<file path="config.mk">
export PLATFORM = sky130hd
export DESIGN_NAME = packet_injector
export DESIGN_NICKNAME = d
export VERILOG_FILES = /design/src/rtl/packet_injector.sv
export SDC_FILE = /design/constraint.sdc
export NUM_CORES = 1
export LEC_CHECK = 0
export CAP_MARGIN = 20
export CORE_MARGIN = 2
export CORE_UTILIZATION = 42
export CTS_CLUSTER_DIAMETER = 100
export DETAILED_ROUTE_END_ITERATION = 8
export GPL_TIMING_DRIVEN = 0
export PLACE_DENSITY = 0.79
export SLEW_MARGIN = 20
export SYNTH_ARGS = -nofsm -noshare
export SYNTH_HDL_FRONTEND = slang
export SYNTH_SLANG_ARGS = --single-unit
</file>
<file path="constraint.sdc">
create_clock -name clk -period 1.8 [get_ports clk]
set_input_delay 0.36 -clock clk [delete_from_list [all_inputs] [get_ports clk]]
set_output_delay 0.36 -clock clk [all_outputs]
set_load 0.05 [all_outputs]
</file>
<file path="src/rtl/packet_injector.sv">
// Source-side network interface: turns a core's destination + payload stream into
// head/body/tail wormhole flits through a single registered output slot.
module packet_injector #(
  parameter int N             = 100,
  parameter int INDEX         = 1,
  parameter int DATA_WIDTH    = 32,
  parameter int TYPE_WIDTH    = 2,
  parameter int FlitPerPacket = 6,
  parameter int ADDR_WIDTH    = $clog2(N),
  parameter int PAYLOAD_WIDTH = DATA_WIDTH - TYPE_WIDTH
) (
  input  logic                     clk,
  input  logic                     rst,
  input  logic [ADDR_WIDTH-1:0]    core_dest,
  input  logic [PAYLOAD_WIDTH-1:0] core_data,
  input  logic                     core_valid,
  output logic                     core_ready,
  output logic [DATA_WIDTH-1:0]    data_out,
  output logic                     valid_out,
  input  logic                     ready_out,
  output logic [15:0]              packets_sent,
  output logic                     busy
);

  localparam int CNT_WIDTH = $clog2(FlitPerPacket);
  localparam logic [CNT_WIDTH-1:0]  LAST_CNT  = CNT_WIDTH'(FlitPerPacket - 2);
  localparam logic [TYPE_WIDTH-1:0] TYPE_HEAD = TYPE_WIDTH'(1);
  localparam logic [TYPE_WIDTH-1:0] TYPE_BODY = TYPE_WIDTH'(2);
  localparam logic [TYPE_WIDTH-1:0] TYPE_TAIL = TYPE_WIDTH'(3);

  typedef enum logic {IDLE, PAYLOAD} state_t;

  state_t                state_q, state_d;
  logic [CNT_WIDTH-1:0]  cnt_q, cnt_d;
  logic [DATA_WIDTH-1:0] data_q, data_d;
  logic                  valid_q, valid_d;
  logic [15:0]           packets_sent_q, packets_sent_d;

  logic                  slot_free;
  logic                  transfer;
  logic                  handshake;
  logic [DATA_WIDTH-1:0] head_flit;
  logic [DATA_WIDTH-1:0] payload_flit;

  // The output slot may be reloaded when empty or when its flit leaves this cycle.
  assign slot_free  = !valid_q || ready_out;
  assign transfer   = valid_q && ready_out;
  assign core_ready = (state_q == PAYLOAD) && slot_free;
  assign handshake  = core_valid && core_ready;

  always_comb begin
    head_flit = '0;
    head_flit[DATA_WIDTH-1 -: TYPE_WIDTH]   = TYPE_HEAD;
    head_flit[ADDR_WIDTH-1:0]               = core_dest;
    head_flit[2*ADDR_WIDTH-1 -: ADDR_WIDTH] = ADDR_WIDTH'(INDEX);

    payload_flit = '0;
    payload_flit[PAYLOAD_WIDTH-1:0]          = core_data;
    payload_flit[DATA_WIDTH-1 -: TYPE_WIDTH] = (cnt_q == LAST_CNT) ? TYPE_TAIL : TYPE_BODY;
  end

  always_comb begin
    state_d        = state_q;
    cnt_d          = cnt_q;
    data_d         = data_q;
    valid_d        = valid_q;
    packets_sent_d = packets_sent_q;

    if (transfer && (data_q[DATA_WIDTH-1 -: TYPE_WIDTH] == TYPE_TAIL)) begin
      packets_sent_d = packets_sent_q + 16'd1;
    end

    case (state_q)
      IDLE: begin
        if (core_valid && slot_free) begin
          data_d  = head_flit;
          valid_d = 1'b1;
          cnt_d   = '0;
          state_d = PAYLOAD;
        end else if (slot_free) begin
          valid_d = 1'b0;
        end
      end
      PAYLOAD: begin
        if (handshake) begin
          data_d  = payload_flit;
          valid_d = 1'b1;
          if (cnt_q == LAST_CNT) begin
            state_d = IDLE;
          end else begin
            cnt_d = cnt_q + CNT_WIDTH'(1);
          end
        end else if (slot_free) begin
          valid_d = 1'b0;
        end
      end
      default: state_d = IDLE;
    endcase
  end

  // Reset abandons any partial packet; no tail is generated for it.
  always_ff @(posedge clk) begin
    if (!rst) begin
      state_q        <= IDLE;
      cnt_q          <= '0;
      data_q         <= '0;
      valid_q        <= 1'b0;
      packets_sent_q <= 16'd0;
    end else begin
      state_q        <= state_d;
      cnt_q          <= cnt_d;
      data_q         <= data_d;
      valid_q        <= valid_d;
      packets_sent_q <= packets_sent_d;
    end
  end

  assign data_out     = data_q;
  assign valid_out    = valid_q;
  assign packets_sent = packets_sent_q;
  assign busy         = (state_q != IDLE) || valid_q;

endmodule

</file>
==> metrics.csv, run 1 <==
stage,metric,value,unit
sta,Worst slew margin,64.6,%
drt,antenna-violating nets left,0,
clock_network,H-Tree Depth,2,
clock_network,worst-skew pair later-pin latency,300,ps
pwr,Sw Ratio,27.0,%
finish,finished layout cell area,3230,um2
synthesis,largest area contributor in the netlist,dfxtp_1,
synthesis,share of Yosys cell area claimed by the top area cell type,48.7,%
global_route,first-pass GRT wire length,9360,um
drt,vias per cell,5.05,
synthesis,synthesized net count,302,
sta,worst slew pin tran,534,ps
global_route,initial antenna violation count,0,
pwr,power per cell area,775,nW/um2
die,Die W,76.0,um
synthesis,area of the mapped netlist,2180,um2
drt,initial DRC count,76,
outcome,status,finished clean,
sta,minimum clock period,1730,ps
finish,antenna diode count,0,
pwr,leakage,1.37,nW
place,post-DP HPWL,4100,um
die,die area,5780,um2
synthesis,post-synthesis sequential area ratio,48.7,%
critical_path,Register-to-Register Path Depth,5,
place,placed cell count,419,
die,Die H,76.0,um
sta,Finish-stage setup viols,0,
drt,DR vias,2147,
synthesis,Synth area leaders,"dfxtp_1 49%, a21oi_1 7.6%, nand3_1 6.2%",
finish,area of the multi-input gates,1030,um2
pwr,peak supply drop,0.489,mV
clock_network,Post-CTS Hold Buffers,0,
pwr,combinational share of power,17.3,%
synthesis,Commonest cells post-synth,"53 x dfxtp_1, 34 x nand2_1, 33 x a21oi_1",
sta,part of the cycle the worst path needs,96.3,%
hold_path,Hold Path Class,reg2reg,
clock_network,setup bufs post-CTS,0,
critical_path,critical setup path kind,reg2out,
sta,RSZ-0062 raised after global routing,false,
sta,Final Max Tran Viols,0,
pwr,sequential power share,49.2,%
finish,"Area growth, synth to finish",48.5,%
global_route,number of global-route vias before repair,1993,
finish,Final Core Density,64.1,%
synthesis,syn_area_per_cell,8.44,um2
die,Initial Util,43.2,%
pwr,Switch Pwr,0.000676,W
place,GP Congestion,0.812,
finish,FF+latch area,1070,um2
pwr,internal power,0.00183,W
drt,final routed DRC violation total,0,
synthesis,"flops & latches, synth",53,
clock_network,Root Buffer,clkbuf_8,
global_route,largest net degree at the start of global routing,20,
job,MaxCap Viol Count,0,
sta,final hold vios,0,
finish,fill count,447,
synthesis,Gate Count Post-Synth,258,
critical_path,Startpoint Class,flop,
global_route,GRT Total Usage,19.7,%
synthesis,Synth Flop Type,dfxtp_1,
synthesis,Netlist cell types,34,
critical_path,"Data required, critical path",1440,ps
critical_path,crit end category,primary output,
finish,Layout Cells excl Fill,425,
clock_network,TritonCTS clock tree,done,
clock_network,CTS buffer count,5,
die,io pins,92,
sta,f_max,0.577,GHz
critical_path,data arrival time of the critical path,1370,ps
pwr,Pwr Total,0.00251,W
clock_network,Sink Count,53,
sta,Fin Setup TNS,0,ps
synthesis,ys async rst share,0,%
synthesis,most numerous cell in the Yosys netlist,dfxtp_1,
critical_path,worst-path fanout max,10,
finish,fraction of layout cells with a size suffix above 1,8.45,%
drt,final WL,5530,um
clock_network,cts repair resizes,65,
die,Core Area,5040,um2
hold_path,worst hold path depth,2,
synthesis,Post-synth EDFFs,0,
sta,Clock Skew,8.07,ps
place,Port Buf Inserts,91,
pwr,Clock power frac,33.5,%
place,Post-DP Area,3190,um2
drt,drt wl/cell,13.0,um
clock_network,Clock Path Buffers,2,
die,num rows,26,
drt,router iterations before antenna repair,4,
global_route,total grt overflow,0,
finish,Nets,398,
clock_network,Worst-path clk slew,90,ps
synthesis,number of synthesis warnings,0,
## through the flow
stage	hold slack (ps)	worst slack [ps]
after CTS	453	-28.3
after global placement	438	-807
after floorplan	482	29.9
after global routing	475	0.640
after detailed placement	446	-818
final	452	65.8
## cell families after synthesis
kind of cell             after synthesis  synth area share, %
AO/OA/AOI/OAI                         51                 13.2
XOR/XNOR                               9                 3.62
adder cells (fa/ha/maj)                3                 1.72
buffers and inverters                 23                 4.13
flip-flops                            53                 48.7
multiplexers                           8                 3.73
AND/OR/NAND/NOR                      111                 24.9
## cells in the final DEF, fill, tap and decap left out, types with 7 or more instances in the layout
cell,instances
or3_1,7
mux2i_1,7
nor2_1,21
clkbuf_1,10
a21oi_1,33
dlygate4sd2_1,50
a211oi_1,8
nand2_1,34
dfxtp_2,8
dfxtp_1,45
clkdlybuf4s50_1,39
nand3_1,27
## final cells by class
type	instances	area share (%)
repair buffers	91	26.0
clock buffers	7	2.67
multi-input cells	182	31.8
inverters	4	0.464
flip-flops and latches	53	33.1
well taps	70	2.71
clock inverters	1	0.928
plain buffers	17	2.32
## worst max-delay path: stages, from the launching register on
cell      delay [ps]
dfxtp_1          330
clkbuf_2         210
or2_2            320
buf_2            210
## flip-flops by register name (all words and copies together), names as in the netlist
signal        flops
packets_sent     16
data_out         32
cnt_q             3
state_q           1
valid_out         1
## per-layer routing
| metal | wire length [um] | vias to the layer above | GRT usage, % |
|---|---|---|---|
| li1 | - | 1095 | - |
| met2 | 2580 | 66 | 32.0 |
| met5 | 0 | - | 0 |
| met4 | 72 | 0 | 6.73 |
| met3 | 521 | 7 | 8.06 |
| met1 | 2360 | 979 | 23.6 |
## power by group through the flow
stage	sequential, W	combinational, W	clock [W]
after floorplan	0.00138	0.000142	0
after global placement	0.00126	0.000461	0
after detailed placement	0.00126	0.000464	0
after CTS	0.00123	0.000438	0.000852
after global routing	0.00124	0.000469	0.000910
final	0.00123	0.000435	0.000839
## final timing paths
kind,start,slack [ps],endpoint
hold reg to reg,data_out[29],450,data_out[29]
hold / removal,data_out[29],450,data_out[29]
setup reg to reg,valid_out,180,data_out[21]
setup / recovery,state_q,70,busy
Power figures use the tool's default switching activity.
==> inputs of run 2 (changes only) <==
--- a/config.mk
+++ b/config.mk
@@ -12,7 +12,6 @@
 export DETAILED_ROUTE_END_ITERATION = 8
 export GPL_TIMING_DRIVEN = 0
 export PLACE_DENSITY = 0.79
-export SLEW_MARGIN = 20
 export SYNTH_ARGS = -nofsm -noshare
 export SYNTH_HDL_FRONTEND = slang
 export SYNTH_SLANG_ARGS = --single-unit
==> results of run 2 <==
The final DEF is identical to that of run 1; final timing and power are the same.
==> inputs of run 3 (changes only) <==
--- a/config.mk
+++ b/config.mk
@@ -7,11 +7,11 @@
 export LEC_CHECK = 0
 export CAP_MARGIN = 20
 export CORE_MARGIN = 2
-export CORE_UTILIZATION = 42
+export CORE_UTILIZATION = 30
 export CTS_CLUSTER_DIAMETER = 100
 export DETAILED_ROUTE_END_ITERATION = 8
+export GPL_ROUTABILITY_DRIVEN = 0
 export GPL_TIMING_DRIVEN = 0
-export PLACE_DENSITY = 0.79
 export SYNTH_ARGS = -nofsm -noshare
 export SYNTH_HDL_FRONTEND = slang
 export SYNTH_SLANG_ARGS = --single-unit
==> run 3 against run 2 <==
Compared with the run above: cell count increased by 6.8%; register-to-register slack improved by 40 ps; total power decreased by 4.9%; largest cell class unchanged.
==> metrics.csv, run 3 (synthesis gave the netlist of run 1 again) <==
stage,metric,value,unit,change
die,Die H,89.2,um,+17%
clock_network,Worst-path clk slew,100,ps,about the same
pwr,peak supply drop,0.331,mV,-32%
drt,router iterations before antenna repair,4,,unchanged
finish,max reg flops,32,,unchanged
die,io pins,92,,unchanged
place,Place WS,-888,ps,-70.3 ps
finish,"commonest non-fill, non-tap cell in the layout",dlygate4sd2_1,,
clock_network,TritonCTS clock tree,done,,
clock_network,Root Buffer,clkbuf_8,,
global_route,number of global-route vias before repair,2005,,+0.60%
place,Post-DP Area,3220,um2,+1.1%
clock_network,Sink Count,53,,unchanged
sta,Finish-stage setup viols,0,,unchanged
sta,Clock Skew,7.33,ps,-0.738 ps
critical_path,crit end category,primary output,,
sta,part of the cycle the worst path needs,95.4,%,-0.93 points
pwr,power per cell area,731,nW/um2,-5.6%
drt,initial DRC count,67,,-12%
sta,Final Max Tran Viols,0,,unchanged
drt,antenna-violating nets left,0,,unchanged
sta,minimum clock period,1720,ps,-16.8 ps
pwr,leakage,1.37,nW,+0.26%
finish,Nets,398,,unchanged
finish,fraction of layout cells with a size suffix above 1,9.86,%,+1.4 points
finish,highest-count cells in the layout ignoring fill and taps,"50 x dlygate4sd2_1, 45 x dfxtp_1, 39 x clkdlybuf4s50_1",,
sta,Worst slew margin,66.0,%,+1.5 points
critical_path,critical setup path kind,reg2out,,
global_route,initial antenna violation count,0,,unchanged
die,die area,7960,um2,+38%
global_route,GRT Total Usage,15.1,%,-4.6 points
finish,antenna diode count,0,,unchanged
clock_network,CTS buffer count,5,,unchanged
job,MaxCap Viol Count,0,,unchanged
critical_path,worst-path fanout max,5,,-5
die,num rows,31,,+19%
place,post-DP HPWL,4320,um,+5.4%
die,Die W,89.2,um,+17%
drt,DR vias,2118,,-1.4%
sta,final worst slack,82.6,ps,+16.8 ps
sta,RSZ-0062 raised after global routing,false,,
global_route,largest net degree at the start of global routing,20,,unchanged
finish,Final Core Density,45.7,%,-18 points
clock_network,worst-skew pair later-pin latency,310,ps,about the same
place,Port Buf Inserts,91,,unchanged
sta,final hold vios,0,,unchanged
critical_path,"Data required, critical path",1440,ps,about the same
sta,f_max,0.582,GHz,+0.98%
sta,worst slew pin tran,512,ps,-21.9 ps
drt,final WL,5820,um,+5.3%
finish,"Area growth, synth to finish",49.6,%,
global_route,first-pass GRT wire length,9430,um,+0.66%
clock_network,Clock Path Buffers,2,,unchanged
critical_path,data arrival time of the critical path,1360,ps,about the same
drt,final routed DRC violation total,0,,unchanged
die,Core Area,7140,um2,+42%
global_route,total grt overflow,0,,unchanged
clock_network,H-Tree Depth,2,,unchanged
drt,drt wl/cell,12.8,um,-1.4%
critical_path,Startpoint Class,flop,,
drt,vias per cell,4.67,,-7.7%
outcome,status,finished clean,,
hold_path,Hold Path Class,reg2reg,,
finish,finished layout cell area,3260,um2,+0.73%
die,Initial Util,30.5,%,-13 points
## run 3: layout make-up
cell class / instances / area (um2)
fill: 758 / 3880
sequential: 53 / 1070
multi-input combinational: 182 / 1030
timing repair buffer: 91 / 841
tap: 99 / 124
clock buffer: 6 / 82.6
buffer: 17 / 78.8
inverter: 4 / 15.0
clock inverter: 2 / 13.8
## run 3: path summary, 6_finish.rpt
kind | start | to | slack (ps) | cells past startpoint
worst max-delay path | valid_out | core_ready | 80 | 3
worst min-delay path | data_out[29] | data_out[29] | 460 | 2
worst max register to register | valid_out | packets_sent[15] | 220 | 4
worst min register to register | data_out[29] | data_out[29] | 460 | 2
## run 3: timing repair
item | CTS | global route
setup endpoints to repair | 76 | 3
cloned | 0 | 0
hold buffers | 0 | 0
hold endpoints to repair | 0 | 0
setup buffers | 0 | 0
gates resized for setup | 68 | 4
## run 3: worst max-delay path: stages (launching register included)
cell	delay [ps]
dfxtp_2	380
or2b_4	300
and2_2	200
buf_4	180
## run 3: through the flow
| step | hold WS, ps | cells | setup TNS [ps] | total power (W) |
|---|---|---|---|---|
| floorplan | 482 | 258 | 0 | 0.00152 |
| global placement | 439 | 448 | -15470 | 0.00173 |
| detailed placement | 447 | 448 | -15500 | 0.00173 |
| CTS | 459 | 454 | 0 | 0.00241 |
| global route | 477 | 454 | 0 | 0.00250 |
| finish | 457 | 454 | 0 | 0.00238 |
## run 3: power breakdown
| group | switching [W] | internal (W) | total [W] | leakage, nW |
|---|---|---|---|---|
| Combinational | 0.000273 | 0.000167 | 0.000441 | 0.883 |
| Sequential | 0.0000210 | 0.00121 | 0.00123 | 0.435 |
| Clock | 0.000397 | 0.000313 | 0.000709 | 0.0512 |
| Total | 0.000691 | 0.00169 | 0.00238 | 1.37 |
## run 3: per-layer routing
layer  GRT usage, %  up-vias  wire length (um)
met2           24.1       62              2630
met5              0        -                 0
li1               -     1091                 -
met4           4.07        0                67
met1           19.8      960              2740
met3           4.80        5               393
